File: src/rtl/uart_wb_pkg.sv
// Shared constants and state encoding for the UART-to-Wishbone bridge master.
// Command/response byte values as seen on the serial link.
package uart_wb_pkg;

    localparam logic [7:0] CMD_WR  = 8'h57;
    localparam logic [7:0] CMD_RD  = 8'h52;
    localparam logic [7:0] RSP_OK  = 8'h4B;
    localparam logic [7:0] RSP_ERR = 8'h45;
    localparam logic [7:0] RSP_BAD = 8'h3F;

    typedef enum logic [2:0] {
        ST_IDLE,
        ST_ADDR,
        ST_WDATA,
        ST_BUS,
        ST_RESP
    } state_e;

endpackage

File: src/rtl/uart_wb_resp_ser.sv
// Response serializer: loaded with a byte count and a left-justified word,
// it presents bytes MSB first on a valid/ready interface.
module uart_wb_resp_ser (
    input  logic        clk,
    input  logic        rst_n,
    input  logic        i_load,
    input  logic [2:0]  i_count,
    input  logic [31:0] i_word,
    output logic [7:0]  o_tx_data,
    output logic        o_tx_valid,
    input  logic        i_tx_ready,
    output logic        o_done
);

    logic [31:0] word_q, word_d;
    logic [2:0]  rem_q, rem_d;
    logic        valid_q, valid_d;
    logic        fire;

    assign fire       = valid_q && i_tx_ready;
    assign o_done     = fire && (rem_q == 3'd1);
    assign o_tx_data  = word_q[31:24];
    assign o_tx_valid = valid_q;

    always_comb begin
        word_d  = word_q;
        rem_d   = rem_q;
        valid_d = valid_q;
        if (i_load) begin
            word_d  = i_word;
            rem_d   = i_count;
            valid_d = (i_count != 3'd0);
        end else if (fire) begin
            // Shift the next byte into the output slot so bytes flow back-to-back.
            word_d = {word_q[23:0], 8'h00};
            rem_d  = rem_q - 3'd1;
            if (rem_q == 3'd1) begin
                valid_d = 1'b0;
            end
        end
    end

    always_ff @(posedge clk or negedge rst_n) begin
        if (!rst_n) begin
            word_q  <= '0;
            rem_q   <= '0;
            valid_q <= 1'b0;
        end else begin
            word_q  <= word_d;
            rem_q   <= rem_d;
            valid_q <= valid_d;
        end
    end

endmodule

File: src/rtl/uart_wb_master.sv
// UART-to-Wishbone bridge master: parses W/R frames from the rx byte stream,
// runs one 32-bit Wishbone cycle with an ack timeout, and streams back a response.
module uart_wb_master
    import uart_wb_pkg::*;
#(
    parameter int unsigned TIMEOUT     = 255,
    parameter logic [3:0]  SEL_DEFAULT = 4'hF
) (
    input  logic        clk,
    input  logic        rst_n,
    input  logic [7:0]  i_rx_data,
    input  logic        i_rx_valid,
    output logic [7:0]  o_tx_data,
    output logic        o_tx_valid,
    input  logic        i_tx_ready,
    output logic        wbm_cyc_o,
    output logic        wbm_stb_o,
    output logic        wbm_we_o,
    output logic [3:0]  wbm_sel_o,
    output logic [31:0] wbm_adr_o,
    output logic [31:0] wbm_dat_o,
    input  logic [31:0] wbm_dat_i,
    input  logic        wbm_ack_i,
    output logic        o_busy,
    output logic        o_drop
);

    localparam logic [15:0] TMO_LAST = 16'(TIMEOUT - 1);

    state_e      state_q, state_d;
    logic [1:0]  cnt_q, cnt_d;
    logic        is_wr_q, is_wr_d;
    logic [31:0] adr_q, adr_d;
    logic [31:0] wdat_q, wdat_d;
    logic        cyc_q, cyc_d;
    logic        we_q, we_d;
    logic [3:0]  sel_q, sel_d;
    logic [15:0] tmo_q, tmo_d;
    logic        drop_q, drop_d;

    logic        ser_load;
    logic [2:0]  ser_count;
    logic [31:0] ser_word;
    logic        ser_done;

    always_comb begin
        state_d   = state_q;
        cnt_d     = cnt_q;
        is_wr_d   = is_wr_q;
        adr_d     = adr_q;
        wdat_d    = wdat_q;
        cyc_d     = cyc_q;
        we_d      = we_q;
        sel_d     = sel_q;
        tmo_d     = tmo_q;
        drop_d    = 1'b0;
        ser_load  = 1'b0;
        ser_count = 3'd1;
        ser_word  = '0;

        case (state_q)
            ST_IDLE: begin
                if (i_rx_valid) begin
                    if (i_rx_data == CMD_WR || i_rx_data == CMD_RD) begin
                        is_wr_d = (i_rx_data == CMD_WR);
                        cnt_d   = 2'd0;
                        state_d = ST_ADDR;
                    end else begin
                        ser_load = 1'b1;
                        ser_word = {RSP_BAD, 24'h0};
                        state_d  = ST_RESP;
                    end
                end
            end
            ST_ADDR: begin
                if (i_rx_valid) begin
                    adr_d = {adr_q[23:0], i_rx_data};
                    cnt_d = cnt_q + 2'd1;
                    if (cnt_q == 2'd3) begin
                        if (is_wr_q) begin
                            state_d = ST_WDATA;
                        end else begin
                            // Bus cycle starts on the same edge that takes the last byte.
                            state_d = ST_BUS;
                            cyc_d   = 1'b1;
                            we_d    = 1'b0;
                            sel_d   = 4'hF;
                            tmo_d   = '0;
                        end
                    end
                end
            end
            ST_WDATA: begin
                if (i_rx_valid) begin
                    wdat_d = {wdat_q[23:0], i_rx_data};
                    cnt_d  = cnt_q + 2'd1;
                    if (cnt_q == 2'd3) begin
                        state_d = ST_BUS;
                        cyc_d   = 1'b1;
                        we_d    = 1'b1;
                        sel_d   = SEL_DEFAULT;
                        tmo_d   = '0;
                    end
                end
            end
            ST_BUS: begin
                drop_d = i_rx_valid;
                if (wbm_ack_i) begin
                    cyc_d    = 1'b0;
                    we_d     = 1'b0;
                    sel_d    = 4'h0;
                    ser_load = 1'b1;
                    state_d  = ST_RESP;
                    if (we_q) begin
                        ser_word = {RSP_OK, 24'h0};
                    end else begin
                        ser_count = 3'd4;
                        ser_word  = wbm_dat_i;
                    end
                end else if (tmo_q == TMO_LAST) begin
                    cyc_d    = 1'b0;
                    we_d     = 1'b0;
                    sel_d    = 4'h0;
                    ser_load = 1'b1;
                    ser_word = {RSP_ERR, 24'h0};
                    state_d  = ST_RESP;
                end else begin
                    tmo_d = tmo_q + 16'd1;
                end
            end
            ST_RESP: begin
                drop_d = i_rx_valid;
                if (ser_done) begin
                    state_d = ST_IDLE;
                end
            end
            default: begin
                state_d = ST_IDLE;
            end
        endcase
    end

    always_ff @(posedge clk or negedge rst_n) begin
        if (!rst_n) begin
            state_q <= ST_IDLE;
            cnt_q   <= '0;
            is_wr_q <= 1'b0;
            adr_q   <= '0;
            wdat_q  <= '0;
            cyc_q   <= 1'b0;
            we_q    <= 1'b0;
            sel_q   <= '0;
            tmo_q   <= '0;
            drop_q  <= 1'b0;
        end else begin
            state_q <= state_d;
            cnt_q   <= cnt_d;
            is_wr_q <= is_wr_d;
            adr_q   <= adr_d;
            wdat_q  <= wdat_d;
            cyc_q   <= cyc_d;
            we_q    <= we_d;
            sel_q   <= sel_d;
            tmo_q   <= tmo_d;
            drop_q  <= drop_d;
        end
    end

    uart_wb_resp_ser u_ser (
        .clk        (clk),
        .rst_n      (rst_n),
        .i_load     (ser_load),
        .i_count    (ser_count),
        .i_word     (ser_word),
        .o_tx_data  (o_tx_data),
        .o_tx_valid (o_tx_valid),
        .i_tx_ready (i_tx_ready),
        .o_done     (ser_done)
    );

    assign wbm_cyc_o = cyc_q;
    assign wbm_stb_o = cyc_q;
    assign wbm_we_o  = we_q;
    assign wbm_sel_o = sel_q;
    assign wbm_adr_o = adr_q;
    assign wbm_dat_o = wdat_q;
    assign o_busy    = (state_q != ST_IDLE);
    assign o_drop    = drop_q;

endmodule

File: config.mk
export PLATFORM = sky130hd
export DESIGN_NAME = uart_wb_master
export DESIGN_NICKNAME = d
export VERILOG_FILES = /design/src/rtl/uart_wb_pkg.sv /design/src/rtl/uart_wb_resp_ser.sv /design/src/rtl/uart_wb_master.sv
export SDC_FILE = /design/constraint.sdc
export NUM_CORES = 1
export LEC_CHECK = 0
export CAP_MARGIN = 30
export CORE_MARGIN = 2
export CORE_UTILIZATION = 55
export CTS_BUF_LIST = sky130_fd_sc_hd__clkbuf_4 sky130_fd_sc_hd__clkbuf_8
export DETAILED_ROUTE_END_ITERATION = 10
export DONT_BUFFER_PORTS = 1
export PLACE_DENSITY_LB_ADDON = 0.2
export REMOVE_ABC_BUFFERS = 1
export SYNTH_ARGS = -nofsm -noshare
export SYNTH_HDL_FRONTEND = slang
export SYNTH_SLANG_ARGS = --single-unit
export TNS_END_PERCENT = 20
File: constraint.sdc
create_clock -name clk -period 2.1 [get_ports clk]
set_input_delay 0.105 -clock clk [delete_from_list [all_inputs] [get_ports clk]]
set_output_delay 0.105 -clock clk [all_outputs]
set_load 0.02 [all_outputs]
# ---- Word-level counts from Yosys, hierarchy flattened
# Index checks and enable logic that the tools add are counted.
dict set report op_classes {
  add_sub_neg 3
  eq_ne 21
  mux 65
  reduce_logical 20
}
# operator count
set ops {}
lappend ops {{two-way mux 32 bit} 4}
lappend ops {{two-way mux 16 bit} 7}
lappend ops {{case mux 32 bit (2 select lines)} 1}
lappend ops {{two-way mux 30 bit} 2}
lappend ops {{case mux 16 bit (3 select lines)} 1}
lappend ops {{two-way mux 3 bit} 14}
lappend ops {{two-way mux 31 bit} 1}
lappend ops {{two-way mux 4 bit} 7}
lappend ops {{inequality test 2 bit (second input constant)} 10}
lappend ops {{two-way mux 1 bit} 19}
lappend ops {{adder 16 x 1 -> 16 bit (second input constant)} 1}
lappend ops {{equality test 16 x 8 -> 1 bit (second input constant)} 1}
lappend ops {{equality test 8 x 7 -> 1 bit (second input constant)} 2}
lappend ops {{case mux 3 bit (5 select lines)} 1}
lappend ops {{AND reduction 7 bit} 2}
lappend ops {{case mux 4 bit (3 select lines)} 1}
lappend ops {{nonzero test 3 bit} 3}
lappend ops {{AND reduction 8 bit} 1}
lappend ops {{equality test 3 x 1 -> 1 bit (second input constant)} 2}
lappend ops {{equality test 3 x 2 -> 1 bit (second input constant)} 2}
lappend ops {{two-way mux 2 bit} 3}
lappend ops {{case mux 1 bit (3 select lines)} 2}
lappend ops {{AND reduction 2 bit} 3}
lappend ops {{nonzero test 2 bit} 3}
lappend ops {{other kinds (14)} 16}
dict set report word_totals {
  register_bits 129
  out_inout_bits 82
  wordCells 122
}

# ---- Depth between registers and ports, before layout
# Gate-level depths: netlist (run 1).
dict set report logic_depth {
  word_depth 7
  depth_mapped 9
  mapped_depth_nobuf 7
}

# ---- Cells and area by module
# Synthesis (run 1) repeated with hierarchy kept, for this count alone.
dict set report hier_totals {
  cells_unflattened 537
  hier_area_um2 5953.2
}
# module n_inst cells_per_inst area_per_inst_um2 seq_area_each_um2
set modules_own_cells {}
lappend modules_own_cells {uart_wb_master 1 367 4239.1 2227.1}
lappend modules_own_cells {uart_wb_resp_ser 1 170 1714.1 900.9}

# ---- Least setup slack after synthesis (run 1)
# OpenSTA, ideal clock, no wires.
dict set report synth_timing {
  path_kind {flip-flop to flip-flop}
  start {reg cnt_q[0]}
  end {reg tmo_q[14]}
  setup_time_ns 0.077
  t_arrival_ns 1.760
  required_ns 2.023
  slack_ns 0.263
  path_stages_with_launch 7
  period_less_slack_ns 1.837
  cell_sequence {dfrtp_1 -> ha_1 -> nand4b_2 -> o22ai_4 -> o211ai_2 -> or4_1 -> a21oi_1}
}
dict set report synth_between {
  elab_chain_len 3
}
# item line
set synth_lines {}
lappend synth_lines {{start, declared} uart_wb_master.sv:31} ;# logic [1:0] cnt_q, cnt_d;
lappend synth_lines {{start signal, assigned} uart_wb_master.sv:157} ;# cnt_q <= cnt_d;
lappend synth_lines {{equality test 2 bit (*)} {uart_wb_master.sv:79, uart_wb_master.sv:97}}
lappend synth_lines {{inequality test 2 bit (no line)} n/a}
lappend synth_lines {{AND reduction 8 bit (no line) (*)} n/a}
lappend synth_lines {{end signal, assigned} uart_wb_master.sv:164} ;# tmo_q <= tmo_d;
lappend synth_lines {{end, declared} uart_wb_master.sv:38} ;# logic [15:0] tmo_q, tmo_d;
# Every way passes the cells marked *; elsewhere a longest branch is shown, timed or not.
# A chain may end at the register's enable or synchronous reset.

# ---- Final worst setup path (run 1)
dict set report layout_timing {
  start {reg tmo_q[12]}
  end {reg u_ser.word_q[24]}
}
dict set report layout_between {
  elab_chain_len 5
}
# item line
set layout_lines {}
lappend layout_lines {{equality test 16 x 8 -> 1 bit (*)} uart_wb_master.sv:120} ;# end else if (tmo_q == TMO_LAST) begin
lappend layout_lines {{two-way mux 31 bit / two-way mux 1 bit (equally long branches)} uart_wb_master.sv:120}
lappend layout_lines {{two-way mux 32 bit / two-way mux 1 bit (equally long branches)} uart_wb_master.sv:108} ;# if (wbm_ack_i) begin
lappend layout_lines {{case mux 32 bit (2 select lines) / case mux 1 bit (2 select lines) (equally long branches)} uart_wb_master.sv:61} ;# case (state_q)
lappend layout_lines {{two-way mux 32 bit / nonzero test 2 bit (equally long branches)} n/a}
lappend layout_lines {{end signal, assigned} uart_wb_resp_ser.sv:49} ;# word_q <= word_d;
lappend layout_lines {{end, declared} uart_wb_resp_ser.sv:15} ;# logic [31:0] word_q, word_d;
# Marked as above.

==> results.ini, run 1 <==
[status]
status = complete, but fails checks
failed_checks = negative hold slack

[worst_setup_path]
crit_path_max_incr_delay_ps = 420
endpoint = u_ser.word_q[24]$_DFFE_PN0P_
cp_max_fo = 24
worstPathArrival_ps = 2260
cp_top_family = simple AND/OR/NAND/NOR gates
start_kind = flip-flop
crit_chain = nor4_1 -> nand4_1 -> a21o_1 -> buf_4 -> nor3_1 -> o21ai_0
cp-end-kind = flip-flop
slowest_stage = dfrtp_1
reg2reg_to = u_ser.word_q[24]$_DFFE_PN0P_
crit_cells = 6
critPathKind = flip-flop to flip-flop
crit_buf_inv = 1
r2r_cells = 6
r2r-start = tmo_q[12]$_DFFE_PN0P_
crit_path_start = tmo_q[12]$_DFFE_PN0P_
required_ps = 2400
rrSetupSlack_ps = 140

[sta]
hold_ws_ps = -640.2
setup_ws_ps = 144.5
min_period_ps = 1956
fmax_mhz = 511.4
setup_viol = 0
slew_viol_final = 0
fin_setup_tns_ps = 0
post-route-period-util_pct = 93.12
max-slew-margin-rel_pct = 72.98
fin_worst_skew_ps = 7.555
worstMarginPinSlew_ps = 405.3
rsz0062_at_grt = no
finalHoldViolations = 125

[cells_and_area]
n_fill_cell = 776
drive_above_1_share_pct = 25.47
layout.nets = 567
multi_input_area_um2 = 2395
syn2layout_area_growth_pct = 16.29
antennaDiodeCount = 0
final_cell_area_um2 = 6715
register_area_um2 = 3129

[floorplanning]
dieArea_um2 = 11330
ioPinCount = 127
rows = 37
die_width_um = 106.5
start_util_pct = 56.18
die_h_um = 106.5
core_um2 = 10280

[detailed_routing]
routed_wl_um = 12260
wl_per_cell_um = 18.41
viasPerCell = 5.896
first_iter_violations = 218
antenna_left = 0
drc = 0
vias = 3927
detail_route.first_pass.iterations = 5

[clock_tree]
ctsHoldBuffers = 42
cts_max_level = 4
cts_tree = done
cts_max_path_buffers = 2
insertion_delay_ps = 440
numCtsBuffers = 17
cts_sinks = 125
cts_root_buf = clkbuf_8
path_clk_slew_ps = 70

[power_and_ir_drop]
peakVddDrop_uv = 543.6
design_power_total_w = 0.006280
leakage_nw = 3.059
powerDensity_nw_per_um2 = 935.1

[place]
portBuffers = 0
dpl_cell_area_um2 = 5872
place_congestion = 0.8866
dp_slack_ps = 91.40
dp_hpwl_um = 7670

[global_routing]
grt_pass1_vias = 4051
grt_max_degree = 126
grt-ovfl-total = 0
antenna_found_initial = 0
grtUsageTotal_pct = 23.34
grt_pass1_wl_um = 20530

[yosys]
ys.flop_type = dfrtp_1
synth_warnings = 0
synth_top_area_share_pct = 54.17
yosys_register_bits = 125
yosysTopAreaCell = dfrtp_1
synth-edff-count = 0
post_synth.cell_area_avg_um2 = 12.05
synth.distinct_cells = 60
yosys-top-cells-area = dfrtp_1, mux2_2, nand2_1
netlist_area_um2 = 5774
synth_cells = 479
async_flop_share_pct = 100.0
ys_seq_area_share_pct = 54.17

[hold_path]
hold_class = input pin to async pin

[job]
maxCapViolations = 0

-- layer usage --
metal | vias up | part of all wire (%) | track usage, %
li1 | 1814 | - | -
met1 | 1957 | 43 | 30.36
met2 | 141 | 47 | 35.21
met3 | 15 | 8.6 | 9.135
met4 | 0 | 1.4 | 9.369
met5 | - | 0 | 0
-- cells by family (layout without fill, tap and decap cells) --
logic type	count (synthesis)	count (layout)	share of synthesized area (%)
AND/OR/NAND/NOR	128	128	11.96
flip-flops	125	125	54.17
AO/OA/AOI/OAI	103	103	14.26
multiplexers	69	69	13.37
buffers and inverters	47	98	4.854
adder cells (fa/ha/maj)	5	5	1.083
XOR/XNOR	2	2	0.3034
-- worst min path at each step --
stage | cells after the start | slack [ps] | end
floorplan | 0 | -190 | cnt_q[0]$_DFFE_PN0P_
global placement | 0 | -190 | u_ser.word_q[29]$_DFFE_PN0P_
detailed placement | 0 | -190 | u_ser.word_q[29]$_DFFE_PN0P_
CTS | 0 | -670 | u_ser.rem_q[0]$_DFFE_PN0P_
global route | 0 | -670 | wbm_adr_o[9]$_DFFE_PN0P_
finish | 0 | -640 | u_ser.word_q[20]$_DFFE_PN0P_
-- synthesized netlist by cell type (2+ instances only) --
library cell    n
nor2b_1         2
nand2b_1        4
mux2_2         59
a2bb2oi_1       8
a2bb2oi_2       9
nand2_1        51
or3_1          10
mux2i_1         4
buf_2          11
xor2_1          2
and3b_1         2
inv_1           7
dfrtp_1       125
a21o_1          2
o221ai_1        2
and2_1          2
a22o_1          9
clkbuf_1       10
buf_6           5
o21ai_0        17
buf_4          14
nand3_2         2
nor2_1         12
nor3_1          3
nand3_1        10
ha_1            5
and3_1          5
mux2_1          6
nand3b_1        2
nand4_1         6
o211ai_1       24
a21oi_1        13
or4_1           6
o21ai_1         4
-- per-stage QoR --
stage	std cells	utilization, %
after floorplan	439	-
after global placement	592	57.13
after global routing	666	65.34
after detailed placement	592	57.13
after CTS	666	65.21
final	666	65.34
-- timing repair --
item                       CTS  global route
hold endpoints to repair   177           125
gates resized for setup      0             3
setup buffers                0             0
setup endpoints to repair    0            10
-- flip-flops by register name, summed over array words and instances, names as in the netlist --
name and flops:
wbm_we_o 1, wbm_dat_o 32, o_drop 1, cnt_q 2, u_ser.word_q 32, wbm_adr_o 32, u_ser.o_tx_valid 1, tmo_q 16
state_q 3, is_wr_q 1, u_ser.rem_q 3, wbm_sel_o 1
-- cell usage in the layout, fill, tap and decap left out, types with 3 or more instances in the layout --
cell	count
dfrtp_1	124
mux2_2	59
nand2_1	51
dlygate4sd3_1	42
o211ai_1	24
clkbuf_8	21
o21ai_0	17
buf_4	14
a21oi_1	13
or3_1	10
nor2_1	10
nand3_1	10
a2bb2oi_2	9
a22o_1	9
a2bb2oi_1	8
inv_1	7
nand4_1	6
mux2_1	6
or4_1	6
and3_1	5
clkbuf_4	5
mux2i_1	4
nand2b_1	4
o21ai_1	4
ha_1	4
nor3_1	3
clkinv_2	3
buf_12	3
-- layout make-up --
type	instances	area share, %
sequential	125	46.60
timing repair buffer	59	8.720
multi-input combinational	307	35.66
tap	136	2.534
clock buffer	26	4.863
clock inverter	6	1.230
inverter	7	0.3913
-- power by group --
part	switching, W	internal, W	total, W
Clock	0.000904	0.00124	0.00215
Combinational	0.000476	0.000609	0.00108
Sequential	0.000352	0.00270	0.00305
Note: power is estimated with default switching activity, not from simulation.
==> run 2, diff against run 1 <==
clock period = 2.3 ns   (was 2.1 ns; I/O delays follow)
==> run 2 against run 1 <==
Net effect:
- the run still ends with negative hold slack left
- first-iteration DRC count decreased by 17%
- global-route usage decreased by 0.17 points
- utilization decreased by 1.1 points
- register-to-register slack improved by 100 ps
- worst hold slack improved by 11 ps
- power decreased by 13%
- final cell count decreased by 1.2%
- clock power decreased by 19%
- sequential share of layout area increased by 0.76 points
- clock skew increased by 5.0 ps
- critical path type unchanged
==> results.ini, run 2 (same netlist as run 1, synthesis figures left out) <==
[sta]
post-route-period-util_pct = 89.34  ; -3.8 points
slew_viol_final = 0  ; unchanged
hold_ws_ps = -629.6  ; +10.56 ps
worstMarginPinSlew_ps = 681.0  ; +275.7 ps
finalHoldViolations = 125  ; unchanged
fin_worst_skew_ps = 12.56  ; +5.007 ps
rsz0062_at_grt = no
max-slew-margin-rel_pct = 54.60  ; -18 points
min_period_ps = 2055  ; +99.24 ps
setup_viol = 0  ; unchanged
fmax_mhz = 486.7  ; -4.8%

[worst_setup_path]
cp_max_fo = 16  ; -33%
r2r-start = cnt_q[0]$_DFFE_PN0P_
cp-end-kind = flip-flop
rrSetupSlack_ps = 250  ; +100 ps
r2r_cells = 7  ; +1
worstPathArrival_ps = 2430  ; +170 ps
critPathKind = flip-flop to flip-flop
reg2reg_to = tmo_q[5]$_DFFE_PN0P_
required_ps = 2670  ; +270 ps
start_kind = flip-flop

[power_and_ir_drop]
peakVddDrop_uv = 489.6  ; -9.9%
leakage_nw = 2.992  ; -2.2%
powerDensity_nw_per_um2 = 830.8  ; -11%

[place]
place_congestion = 0.7900  ; -11%
portBuffers = 0  ; unchanged
numPlacedInstances = 588  ; -0.68%
dpl_cell_area_um2 = 5829  ; -0.72%
dp_hpwl_um = 7708  ; +0.49%

[detailed_routing]
antenna_left = 0  ; unchanged
wl_per_cell_um = 18.65  ; +1.3%
drc = 0  ; unchanged
viasPerCell = 5.973  ; +1.3%
detail_route.first_pass.iterations = 4  ; -1
routed_wl_um = 12270  ; about the same
first_iter_violations = 180  ; -17%
vias = 3930  ; +0.076%

[clock_tree]
path_clk_slew_ps = 60  ; about the same
cts_max_path_buffers = 2  ; unchanged
ctsHoldBuffers = 42  ; unchanged
post_cts_buffers = 0  ; unchanged
cts_tree = done
insertion_delay_ps = 440  ; about the same
cts_root_buf = clkbuf_8
numCtsBuffers = 17  ; unchanged
cts_sinks = 125  ; unchanged
cts_max_level = 4  ; unchanged
cts-resized-gates = 0  ; unchanged

[job]
maxCapViolations = 0  ; unchanged

[floorplanning]
core_um2 = 10280  ; unchanged
dieArea_um2 = 11330  ; unchanged
ioPinCount = 127  ; unchanged
rows = 37  ; unchanged
die_width_um = 106.5  ; unchanged
start_util_pct = 56.18  ; unchanged
die_h_um = 106.5  ; unchanged

[global_routing]
grt_pass1_vias = 4052  ; +0.025%
grt_max_degree = 126  ; unchanged
antenna_found_initial = 0  ; unchanged
grtUsageTotal_pct = 23.17  ; -0.17 points
grt-ovfl-total = 0  ; unchanged
grt_pass1_wl_um = 20130  ; -1.9%

[status]
status = complete, but fails checks
failed_checks = negative hold slack

[hold_path]
hold_class = input pin to async pin

[cells_and_area]
final_util_pct = 64.27  ; -1.1 points
final_cell_area_um2 = 6605  ; -1.6%
syn2layout_area_growth_pct = 14.39
antennaDiodeCount = 0  ; unchanged
stdcell_count = 658  ; -1.2%
drive_above_1_share_pct = 23.95  ; -1.5 points
final_cell_mix = dfrtp_1, mux2_2, nand2_1
final_common_cell = dfrtp_1
layout.nets = 563  ; -0.71%

## run 2: where the power goes
group	internal [W]	switching, W
clock	0.000936	0.000809
combinational	0.000526	0.000437
sequential	0.00246	0.000318
## run 2: how the worst max path moves through the flow
stage / startpoint / end / slack (ps) / depth (start not counted)
floorplan: state_q[2]$_DFFE_PN0P_ / wbm_adr_o[0]$_DFFE_PN0P_ / -350 / 3
global placement: i_rx_data[7] / u_ser.word_q[18]$_DFFE_PN0P_ / 310 / 4
detailed placement: i_rx_data[7] / u_ser.word_q[14]$_DFFE_PN0P_ / 260 / 4
CTS: cnt_q[0]$_DFFE_PN0P_ / tmo_q[4]$_DFFE_PN0P_ / 250 / 7
global route: state_q[1]$_DFFE_PN0P_ / u_ser.word_q[14]$_DFFE_PN0P_ / 100 / 5
finish: cnt_q[0]$_DFFE_PN0P_ / tmo_q[5]$_DFFE_PN0P_ / 250 / 7
## run 2: layer usage
metal | vias up | global-route usage [%] | share of wire, %
li1 | 1810 | - | -
met1 | 1965 | 29.90 | 43
met2 | 138 | 35.26 | 47
met3 | 17 | 9.074 | 8.5
met4 | 0 | 9.276 | 1.6
met5 | - | 0 | 0
## run 2: cell type report
cell class                      count  area [µm²]
Clock inverter                      6       65.06
Clock buffer                       22       290.3
Timing Repair Buffer               55       543.0
Fill cell                         783        3672
Multi-Input combinational cell    307        2382
Tap cell                          136       170.2
Sequential cell                   125        3128
Inverter                            7       26.28
## run 2: through the flow
stage	power (W)	worst slack, ps	hold slack, ps	TNS, ps
2_1_floorplan	0.003495	-347.8	-180.6	-21070
3_3_place_gp	0.003668	307.0	-176.7	0
3_5_place_dp	0.003711	256.4	-175.9	0
4_1_cts	0.005525	248.4	-653.5	0
5_1_grt	0.005753	97.05	-669.6	0
6_report	0.005487	245.2	-629.6	0
## run 2: worst max-delay path, cell delays in order, from the launching register on
cell and delay, ps:
dfrtp_1 410, ha_1 310, nand4b_2 160, o22ai_4 220
o211ai_2 140, buf_4 200, or4_1 470, nand2_1 80
